`src/rtl/program_sequencer.sv`:
```
`default_nettype none
// ============================================================================
//  Module      : program_sequencer
//  Description : Steps a 3-bit program counter through an 8-word instruction
//                memory. It fetches each word, presents its fields to an
//                external ALU, and latches the ALU result with its address.
//                Steps come from a debounced pushbutton or from an auto-run
//                tick.
//  Revision    : 1.0 - initial release
// ============================================================================
module program_sequencer #(
   parameter int unsigned TICK_DIV = 50000000,
   parameter int unsigned LOCKOUT  = 500000,
   parameter bit          WRAP     = 1'b1
) (
   input  logic        clk,
   input  logic        rst,
   input  logic        key,
   input  logic        run,
   input  logic [14:0] rd_data,
   input  logic [5:0]  C,
   output logic        rd_en,
   output logic [2:0]  rd_addr,
   output logic [2:0]  instr,
   output logic [5:0]  A,
   output logic [5:0]  B,
   output logic [5:0]  result,
   output logic [2:0]  res_addr,
   output logic        res_valid,
   output logic        busy,
   output logic        done
);

   localparam int unsigned TICK_W    = $clog2(TICK_DIV);
   localparam int unsigned LOCK_W    = (LOCKOUT > 2) ? $clog2(LOCKOUT) : 1;
   localparam logic [TICK_W-1:0] TICK_LAST = TICK_W'(TICK_DIV - 1);
   localparam logic [LOCK_W-1:0] LOCK_LOAD = LOCK_W'((LOCKOUT == 0) ? 0 : LOCKOUT - 1);

   typedef enum logic [2:0] {
      S_IDLE  = 3'd0,
      S_FETCH = 3'd1,
      S_WAIT  = 3'd2,
      S_EXEC  = 3'd3,
      S_DONE  = 3'd4
   } state_t;

   state_t              state_q,     state_d;
   logic [2:0]          pc_q,        pc_d;
   logic [2:0]          instr_q,     instr_d;
   logic [5:0]          a_q,         a_d;
   logic [5:0]          b_q,         b_d;
   logic [5:0]          result_q,    result_d;
   logic [2:0]          res_addr_q,  res_addr_d;
   logic                res_valid_q, res_valid_d;
   logic                rd_en_q,     rd_en_d;
   logic                busy_q,      busy_d;
   logic                done_q,      done_d;
   logic [TICK_W-1:0]   tick_cnt_q,  tick_cnt_d;
   logic [LOCK_W-1:0]   lockout_q,   lockout_d;
   logic                key_meta_q,  key_meta_d;
   logic                key_sync_q,  key_sync_d;
   logic                key_prev_q,  key_prev_d;

   logic                key_fall;
   logic                press;
   logic                tick;
   logic                step;

   // Next-state logic: key conditioning, auto tick, and the fetch/execute FSM
   always_comb begin
      state_d     = state_q;
      pc_d        = pc_q;
      instr_d     = instr_q;
      a_d         = a_q;
      b_d         = b_q;
      result_d    = result_q;
      res_addr_d  = res_addr_q;
      res_valid_d = res_valid_q;
      tick_cnt_d  = tick_cnt_q;
      lockout_d   = lockout_q;
      tick        = 1'b0;

      // Two-flop synchronizer followed by a third flop for edge detection
      key_meta_d  = key;
      key_sync_d  = key_meta_q;
      key_prev_d  = key_sync_q;
      key_fall    = key_prev_q & ~key_sync_q;

      // Debounce: only the first fall outside the lockout window counts
      press = key_fall && (lockout_q == '0) && !run;
      if (press) begin
         lockout_d = LOCK_LOAD;
      end else if (lockout_q != '0) begin
         lockout_d = lockout_q - 1'b1;
      end

      // Auto-run divider; parked at zero while single-stepping
      if (!run) begin
         tick_cnt_d = '0;
      end else if (tick_cnt_q == TICK_LAST) begin
         tick_cnt_d = '0;
         tick       = 1'b1;
      end else begin
         tick_cnt_d = tick_cnt_q + 1'b1;
      end

      step = press | tick;

      case (state_q)
         S_IDLE: begin
            if (step) begin
               state_d = S_FETCH;
            end
         end
         S_FETCH: begin
            state_d = S_WAIT;
         end
         S_WAIT: begin
            instr_d = rd_data[14:12];
            a_d     = rd_data[11:6];
            b_d     = rd_data[5:0];
            state_d = S_EXEC;
         end
         S_EXEC: begin
            result_d    = C;
            res_addr_d  = pc_q;
            res_valid_d = 1'b1;
            if ((pc_q == 3'd7) && !WRAP) begin
               state_d = S_DONE;
            end else begin
               pc_d    = pc_q + 3'd1;
               state_d = S_IDLE;
            end
         end
         S_DONE: begin
            state_d = S_DONE;
         end
         default: begin
            state_d = S_IDLE;
         end
      endcase

      // Status outputs are registered from the upcoming state
      rd_en_d = (state_d == S_FETCH);
      busy_d  = (state_d == S_FETCH) || (state_d == S_WAIT) || (state_d == S_EXEC);
      done_d  = (state_d == S_DONE);
   end

   // State register; reset aborts any in-flight word and releases the key path
   always_ff @(posedge clk or posedge rst) begin
      if (rst) begin
         state_q     <= S_IDLE;
         pc_q        <= 3'd0;
         instr_q     <= 3'd0;
         a_q         <= 6'd0;
         b_q         <= 6'd0;
         result_q    <= 6'd0;
         res_addr_q  <= 3'd0;
         res_valid_q <= 1'b0;
         rd_en_q     <= 1'b0;
         busy_q      <= 1'b0;
         done_q      <= 1'b0;
         tick_cnt_q  <= '0;
         lockout_q   <= '0;
         key_meta_q  <= 1'b1;
         key_sync_q  <= 1'b1;
         key_prev_q  <= 1'b1;
      end else begin
         state_q     <= state_d;
         pc_q        <= pc_d;
         instr_q     <= instr_d;
         a_q         <= a_d;
         b_q         <= b_d;
         result_q    <= result_d;
         res_addr_q  <= res_addr_d;
         res_valid_q <= res_valid_d;
         rd_en_q     <= rd_en_d;
         busy_q      <= busy_d;
         done_q      <= done_d;
         tick_cnt_q  <= tick_cnt_d;
         lockout_q   <= lockout_d;
         key_meta_q  <= key_meta_d;
         key_sync_q  <= key_sync_d;
         key_prev_q  <= key_prev_d;
      end
   end

   assign rd_en     = rd_en_q;
   assign rd_addr   = pc_q;
   assign instr     = instr_q;
   assign A         = a_q;
   assign B         = b_q;
   assign result    = result_q;
   assign res_addr  = res_addr_q;
   assign res_valid = res_valid_q;
   assign busy      = busy_q;
   assign done      = done_q;

endmodule
`default_nettype wire

```
`config.mk`:
```
export PLATFORM = sky130hd
export DESIGN_NAME = program_sequencer
export DESIGN_NICKNAME = d
export VERILOG_FILES = /design/src/rtl/program_sequencer.sv
export SDC_FILE = /design/constraint.sdc
export NUM_CORES = 1
export LEC_CHECK = 0
export BUFFER_PORTS_ARGS = -buffer_cell sky130_fd_sc_hd__clkbuf_2
export CELL_PAD_IN_SITES_DETAIL_PLACEMENT = 1
export CELL_PAD_IN_SITES_GLOBAL_PLACEMENT = 2
export CORE_AREA = 2 2 125 127
export DETAILED_ROUTE_END_ITERATION = 6
export DIE_AREA = 0 0 127 129
export GPL_ROUTABILITY_DRIVEN = 0
export PLACE_DENSITY = 0.69
export SYNTH_ARGS = -nofsm -noshare
export SYNTH_HDL_FRONTEND = slang
export SYNTH_SLANG_ARGS = --single-unit
```
`constraint.sdc`:
```
create_clock -name clk -period 3.1 [get_ports clk]
set_input_delay 0.31 -clock clk [delete_from_list [all_inputs] [get_ports clk]]
set_output_delay 0.31 -clock clk [all_outputs]
set_load 0.01 [all_outputs]
```
==> Yosys cells after proc, flatten, opt, wreduce, memory -nomap -nowiden <==
Cells that the tools add are included.
{ "totals": {"word_cells": 48, "in_bits": 25, "ff_bits": 82} }
{ "classes": {"muxes": 8, "n_eq_ne": 9, "n_bitwise": 3, "addsub": 3, "reduce_logical": 9} }
{ "ops": {"columns": ["cell", "count"], "rows": [
  ["2-to-1 mux 26 bit", 2],
  ["2-to-1 mux 19 bit", 2],
  ["adder 26 x 1 -> 26 bit, second input constant", 1],
  ["== test 26 bit, second input constant", 1],
  ["zero test 19 bit", 1],
  ["nonzero test 19 bit", 1],
  ["subtractor 19 x 1 -> 19 bit, second input constant", 1],
  ["== test 3 x 2 -> 1 bit, second input constant", 4],
  ["one-hot mux 3 bit (4 select lines)", 1],
  ["== test 3 x 1 -> 1 bit, second input constant", 2],
  ["== test 3 bit, second input constant", 2],
  ["adder 3 x 1 -> 3 bit, second input constant", 1],
  ["zero test 3 bit", 1],
  ["2-to-1 mux 3 bit", 1],
  ["logical AND 1 bit", 2],
  ["logical OR 1 bit", 2],
  ["2-to-1 mux 1 bit", 2],
  ["nonzero test 2 bit", 1],
  ["bitwise AND 1 bit", 1],
  ["zero test 1 bit", 1],
  ["NOT 1 bit", 1],
  ["bitwise OR 1 bit", 1]
]} }

==> Logic depth before layout (Yosys ltp) <==
Gate-level depths: netlist of run 1.
{ "depth": {"word_depth": 10, "mapped_depth": 7} }

==> Worst setup path before layout of run 1 <==
No wires, ideal clock.
{ "synth_path": {"kind": "register to register", "from": "register lockout_q[8]", "to": "register busy_q (netlist: busy)", "arrival_time_ps": 2075, "stages_incl_launch_ff": 6, "path_buffers": 0, "slack_ps": 938, "path_cell_list": "dfrtp_1 or4_4 or4_4 o32ai_2 nor3_1 a211oi_2"} }
{ "synth_via": {"elab_chain_len": 9} }
{ "synth_lines": {"columns": ["element", "line_no", "text"], "rows": [
  ["from (decl)", "59", "logic [LOCK_W-1:0] lockout_q, lockout_d;"],
  ["from (signal assigned)", "181", "lockout_q <= lockout_d;"],
  ["zero test 19 bit *", "90", "press = key_fall && (lockout_q == '0) && !run;"],
  ["logical AND 1 bit * (2 in a row)", "90", null],
  ["bitwise OR 1 bit *", "107", "step = press | tick;"],
  ["2-to-1 mux 3 bit *", "111", "if (step) begin"],
  ["one-hot mux 3 bit (4 select lines) *", "109", "case (state_q)"],
  ["== test 3 x 1 -> 1 bit / == test 3 x 2 -> 1 bit (equally long branches)", "145", "busy_d = (state_d == S_FETCH) || (state_d == S_WAIT) || (state_d == S_EXEC);"],
  ["logical OR 1 bit", "145", null],
  ["logical OR 1 bit *", "145", null],
  ["net busy_d", "56", "logic busy_q, busy_d;"],
  ["to (signal assigned)", "178", "busy_q <= busy_d;"],
  ["to (decl)", "56", null]
]} }
The timed path passes the listed nets; every way through them passes the cells marked *.
A chain may end at the register's enable or synchronous reset.

==> Worst setup path after layout of run 1 <==
{ "layout_path": {"from": "register lockout_q[14]", "to": "register lockout_q[4]"} }
{ "layout_via": {"elab_chain_len": 4} }
{ "layout_lines": {"columns": ["element", "line_no"], "rows": [
  ["zero test 19 bit", "90"],
  ["logical AND 1 bit (2 in a row)", "90"],
  ["2-to-1 mux 19 bit / nonzero test 2 bit (equally long branches)", null]
]} }
Parallel ways exist; a longest one is shown, timed or not.

==> results of run 1 <==
[metal layers]
metal  wire length [um]  vias up
li1                   -     1292
met1               3957     1351
met2               4046       33
met3                223        9
met4                 79        0
met5                  0        -
[registers in the layout (all words and copies together) (netlist names)]
signal,flops
A,6
B,6
busy,1
done,1
instr,3
key_meta_q,1
key_prev_d,1
key_prev_q,1
lockout_q,19
rd_addr,3
rd_en,1
res_addr,3
res_valid,1
result,6
state_q,3
tick_cnt_q,26
[through the flow]
step	worst slack, ns	cells	hold WS [ns]
5_1_grt	0.6292	591	0.02851
3_3_place_gp	0.8520	575	0.3426
6_report	0.8117	591	-0.01526
3_5_place_dp	0.8153	575	0.3488
4_1_cts	0.8016	591	0.001902
2_1_floorplan	0.6865	340	0.3145
[kinds of logic (layout without fill, tap and decap cells)]
kind of cell	after synthesis	in the layout	share of synthesized area
xor+xnor	34	34	0.08068
compound gates	16	16	0.03458
buf+inv	17	80	0.01763
mux	19	19	0.05661
fa+ha+maj	4	4	0.01356
flops	82	82	0.5570
simple gates	168	168	0.2400
[synthesized netlist by cell type, types with 7 or more instances]
library cell / count / area [um^2]
dfrtp_1: 79 / 1977
nand2_1: 49 / 183.9
nor2_1: 42 / 157.7
xnor2_1: 26 / 227.7
mux2_2: 15 / 168.9
nand4_1: 11 / 68.82
nor3_1: 9 / 45.04
clkbuf_1: 8 / 30.03
xor2_1: 8 / 70.07
and4_1: 7 / 61.31
[path summary, 6_finish.rpt]
check | from | end | slack (ns) | cells past startpoint
max | lockout_q[14] | lockout_q[4] | 0.81 | 5
min | rst | tick_cnt_q[2] | -0.02 | 2
max reg2reg | lockout_q[14] | lockout_q[4] | 0.81 | 5
min reg2reg | key_meta_q | key_prev_d | 0.36 | 0
max in group asynchronous | rst | tick_cnt_q[17] | 2.35 | 3
min in group clk | key | key_meta_q | 0.07 | 1
[power by group through the flow]
| stage | registers, W | logic, W | clock network (W) |
|---|---|---|---|
| after floorplan | 0.00110 | 0.0000256 | 0 |
| after global placement | 0.00110 | 0.0000538 | 0 |
| after detailed placement | 0.00110 | 0.0000545 | 0 |
| after CTS | 0.00108 | 0.0000551 | 0.00121 |
| after global routing | 0.00108 | 0.0000615 | 0.00125 |
| final | 0.00108 | 0.0000516 | 0.00117 |
[placed cells by master, fill, tap and decap left out, drive strengths merged, types with 2 or more instances in the layout]
cell type and count:
dfrtp 79, clkbuf 65, nand2 49, nor2 42
xnor2 26, mux2 15, nand4 11, nor3 11
xor2 8, and4 7, nor4 6, and3 6
nand3 6, nor3b 6, inv 6, mux2i 4
a21oi 4, ha 4, nor4b 4, or4 4
nand2b 3, nand3b 3, and2 3, dfstp 3
buf 3, a31oi 2, or3 2, and3b 2
clkinv 2, bufinv 2, clkinvlp 2, a211oi 2
o21ai 2
[cell type report]
| cell class | instances | area, um^2 |
|---|---|---|
| Clock buffer | 10 | 239.0 |
| Timing Repair Buffer | 58 | 297.8 |
| Multi-Input combinational cell | 241 | 1575 |
| Inverter | 6 | 23.77 |
| Clock inverter | 6 | 88.84 |
| Fill cell | 1694 | 10460 |
| Sequential cell | 82 | 2056 |
| Tap cell | 188 | 235.2 |
[critical path, cell delays in order, from the launching register on]
cell	delay, ns
dfrtp_1	0.43
or4_1	0.60
nor3b_1	0.52
a21oi_1	0.24
a211oi_1	0.31
a31oi_1	0.07
==> results.yml, run 1 <==
timing:
  tightestPinTransition_ns: 0.8344
  skew_ns: 0.006359
  max_slew_margin: 0.4424
  tns_ns: 0
  finalHoldViolations: 23
  fin_crit_ns: 2.288
  fmax_ghz: 0.4370
  timing.final.crit_share: 0.7382
  hold_ws_ns: -0.01526
  slew_viol_final: 0
  setup_violations: 0
  rsz0062_at_grt: "no"
power_and_ir_drop:
  pwr-share-seq: 0.470
  p_int_w: 0.001822
  comb_power_share: 0.022
  switching_power_w: 0.0004778
  total_power_w: 0.002300
  swShare: 0.2078
  p_per_area_mw_per_mm2: 509.3
  vdd_ir_drop_max_uv: 259.2
  clkPwrFrac: 0.507
  power.leakage_nw: 2.038
placed_design:
  io_buffers: 55
  dp_hpwl_mm: 5.829
  dpl_cell_area_mm2: 0.004188
detailed_routing:
  wl_per_cell_um: 14.05
  totalWireLength_mm: 8.306
  dr_total_vias: 2685
  first_pass_iters: 4
  route.detailed.drc: 0
  antenna_left: 0
  first_iter_violations: 120
  via_per_inst: 4.543
finish:
  drive_gt1_frac: 0.2556
  fin_nets: 427
  area_growth_pct: 22.34
  final_util: 0.3015
  diodes: 0
  design_area_mm2: 0.004516
synth:
  synth-main-ff-cell: "dfrtp_1"
  syn_area_mm2: 0.003691
  synth_seq_area_share: 0.5569
  synthArstFlopShare: 1.000
  synthCells: 340
  synth_nets: 369
  yosysUniqueCellTypes: 46
  yosysWarnings: 0
  ys_ff_latch: 82
  synth-edff-count: 0
  syn_avg_cell_area_um2: 10.86
global_routing:
  grt_use_total: 0.1074
  antenna_found_initial: 0
  grt.busiest_layer: "met2"
  grt_use_met1: 0.1389
  use_met2: 0.1790
  use_met3: 0.02994
  grt_remaining_overflow: 0
  grt_max_degree: 30
  grt_pass1_wl_mm: 14.24
  grt_pass1_vias: 2857
clock_tree:
  cts_tree: "done"
  cts-resized-gates: 0
  cts_sinks: 82
  clk_latency_ns: 0.33
  clockBufferDepth: 2
  hold_buffers: 0
  htreeDepth: 3
  clk_pin_slew_worst_paths_ns: 0.06
  root_buffer: "clkbuf_16"
  cts_setup_buffers: 0
  cts_made_buffers: 9
worst_setup_path:
  arrival_ns: 2.49
  cp-end-kind: "flop"
  worst-path-max-fanout: 5
  startpoint_type: "flop"
  worst-setup-path-type: "reg -> reg"
  crit_required_ns: 3.31
floorplan:
  coreArea_mm2: 0.01498
  row_count: 45
  die_h_um: 129
  boundaryPins: 56
  die_area_mm2: 0.01638
  initial_utilization: 0.2464
  die_w_um: 127
run_status:
  status: "finished with violations"
  failed_checks: "negative hold slack"
job:
  max_cap_viol_count: 0
worst_hold_path:
  min_path_type: "in -> async"
No activity file was read; power rests on OpenSTA's default activity.
==> inputs of run 2 (changes only) <==
==> config.mk (replaced) <==
export PLATFORM = sky130hd
export DESIGN_NAME = program_sequencer
export DESIGN_NICKNAME = d
export VERILOG_FILES = /design/src/rtl/program_sequencer.sv
export SDC_FILE = /design/constraint.sdc
export NUM_CORES = 1
export LEC_CHECK = 0
export ABC_AREA = 1
export BUFFER_PORTS_ARGS = -buffer_cell sky130_fd_sc_hd__clkbuf_2
export CELL_PAD_IN_SITES_DETAIL_PLACEMENT = 1
export CELL_PAD_IN_SITES_GLOBAL_PLACEMENT = 2
export CORE_AREA = 2 2 134 136
export DETAILED_ROUTE_END_ITERATION = 6
export DIE_AREA = 0 0 136 138
export GPL_ROUTABILITY_DRIVEN = 0
export PLACE_DENSITY = 0.74
export SYNTH_ARGS = -nofsm -noshare
export SYNTH_HDL_FRONTEND = slang
export SYNTH_SLANG_ARGS = --single-unit
==> constraint.sdc (replaced) <==
create_clock -name clk -period 2 [get_ports clk]
set_input_delay 0.2 -clock clk [delete_from_list [all_inputs] [get_ports clk]]
set_output_delay 0.2 -clock clk [all_outputs]
set_load 0.01 [all_outputs]
==> results.yml, run 2 <==
global_routing:
  use_met3: 0.03520
  grt.busiest_layer: "met2"
  grt_pass1_wl_mm: 19.04
  antenna_found_initial: 0
  grt_remaining_overflow: 0
  use_met2: 0.2079
  grt_max_degree: 26
  grt_use_total: 0.1279
  grt_pass1_vias: 3767
  grt_use_met1: 0.1659
synth:
  yosysWarnings: 0
  synthTopCellsByCount: "nand2_1, dfrtp_1, nor2_1, inv_1, nand3_1"
  yosysTopAreaCell: "dfrtp_1"
  synth-edff-count: 0
  synthArstFlopShare: 1.000
  synth_seq_area_share: 0.4820
  synth_nets: 532
  syn_area_mm2: 0.004265
  syn_avg_cell_area_um2: 8.480
  yosys-top-cells-area: "dfrtp_1, nand2_1, nor2_1, mux2_2, inv_1"
  synth-main-ff-cell: "dfrtp_1"
  yosysTopAreaCellShare: 0.4635
  synthCells: 503
  yosysMostFrequentCell: "nand2_1"
  ys_ff_latch: 82
  yosysUniqueCellTypes: 34
timing:
  max_slew_margin: 0.6211
  tightestPinTransition_ns: 0.5671
  finalHoldViolations: 0
  fin_crit_ns: 1.700
  setup_violations: 0
  tns_ns: 0
  timing.final.crit_share: 0.8498
  rsz0062_at_grt: "no"
  slew_viol_final: 0
  skew_ns: 0.008160
  fmax_ghz: 0.5884
  setup_slack_ns: 0.3005
clock_tree:
  htreeDepth: 3
  cts_setup_buffers: 0
  cts_tree: "done"
  cts_sinks: 82
  clk_latency_ns: 0.35
  cts_made_buffers: 9
  cts-resized-gates: 0
  hold_buffers: 2
  clk_pin_slew_worst_paths_ns: 0.07
  root_buffer: "clkbuf_16"
  clockBufferDepth: 2
detailed_routing:
  first_pass_iters: 4
  route.detailed.drc: 0
  wl_per_cell_um: 13.81
  totalWireLength_mm: 11.15
  dr_total_vias: 3512
  antenna_left: 0
  via_per_inst: 4.352
  first_iter_violations: 121
placed_design:
  io_buffers: 55
  dp_hpwl_mm: 8.583
  dp.cells: 789
  dpl_worst_slack_ns: 0.2855
worst_hold_path:
  min_path_type: "in -> reg"
run_status:
  status: "finished, final reports clean"
finish:
  fin_nets: 602
  largest-register: "tick_cnt_q"
  largestRegisters: "tick_cnt_q (26), lockout_q (19)"
  final_common_cell: "nand2_1"
  drive_gt1_frac: 0.2595
  diodes: 0
  area_growth_pct: 21.06
  final_cells: 807
  layout_common_cells: "nand2_1, dfrtp_1, nor2_1, inv_1, clkbuf_2"
  largest_reg_flops: 26
worst_setup_path:
  startpoint_type: "flop"
  arrival_ns: 1.94
  worst-setup-path-type: "reg -> reg"
  worst-path-max-fanout: 5
  cp-end-kind: "flop"
  crit_required_ns: 2.24
job:
  max_cap_viol_count: 0
floorplan:
  die_area_mm2: 0.01877
  boundaryPins: 56
  coreArea_mm2: 0.01753
  row_count: 49
  die_h_um: 138
  initial_utilization: 0.2433
  die_w_um: 136
power_and_ir_drop:
  p_per_area_mw_per_mm2: 674.7
  total_power_w: 0.003484
  power.leakage_nw: 2.398
  vdd_ir_drop_max_uv: 473.0
==> run 2: changes by cell type after synthesis, sizes merged, moves of 6 or more <==
cell    change
nand2      +68
and4        -7
inv        +58
and3        -6
mux2        +6
clkbuf      -7
nand3      +23
nor4        -6
o21ai      +25
nor2       +57
xnor2      -25
==> run 2: worst paths after layout <==
| kind | slack, ns | start | cells past startpoint | to |
|---|---|---|---|---|
| setup / recovery | 0.30 | lockout_q[0] | 9 | lockout_q[12] |
| hold / removal | 0.08 | rd_data[14] | 2 | instr[2] |
| setup reg to reg | 0.30 | lockout_q[0] | 9 | lockout_q[12] |
| hold reg to reg | 0.35 | key_meta_q | 0 | key_prev_d |
| max in group asynchronous | 0.92 | rst | 4 | key_meta_q |
| min in group asynchronous | 0.45 | rst | 3 | B[5] |
==> run 2: routing by layer <==
layer / up-vias / share of wire
met4: 0 / 0.014
met3: 10 / 0.041
li1: 1736 / -
met2: 60 / 0.49
met5: - / 0
met1: 1706 / 0.45
==> run 2: cells by family after synthesis <==
family                     count (synthesis)  share of synthesized area
AOI/OAI and AO/OA                         35                    0.04400
xor gates and xnor gates                  13                    0.02669
adders and majority gates                  4                    0.01173
buffers and inverters                     70                    0.06659
DFF                                       82                     0.4820
muxes                                     21                    0.05544
and+or+nand+nor                          278                     0.3136
==> run 2: cell type report <==
type                    instances  area, um^2
repair buffers                 65       367.9
clock buffers                   9       225.2
inverters                      64       246.5
well taps                     229       286.5
clock inverters                 7       56.30
flip-flops and latches         82        2056
multi-input cells             351        1926
fillers                      2143       12370
==> run 2: per-stage QoR <==
stage	utilization	instance area, um^2	hold slack, ns
2_1_floorplan	-	4269	0.2045
3_3_place_gp	0.2773	4862	0.2674
3_5_place_dp	0.2773	4862	0.2812
4_1_cts	0.2945	5164	0.06400
5_1_grt	0.2945	5164	0.06857
6_report	0.2945	5164	0.07865
==> run 2: critical path: stages, from the launching register on <==
cell and delay [ns]:
dfrtp_1 0.36, inv_1 0.13, ha_1 0.29, nand2_2 0.10, nor2_4 0.15, nand2_1 0.11
nor3_1 0.22, nand3_1 0.10, nand2_1 0.08, inv_1 0.04
==> run 2: where the power goes <==
| part | internal (W) | switching [W] | leakage (nW) |
|---|---|---|---|
| Clock | 0.000862 | 0.000761 | 0.138 |
| Combinational | 0.0000650 | 0.0000866 | 1.24 |
| Sequential | 0.00169 | 0.0000198 | 1.02 |
| Total | 0.00262 | 0.000867 | 2.40 |
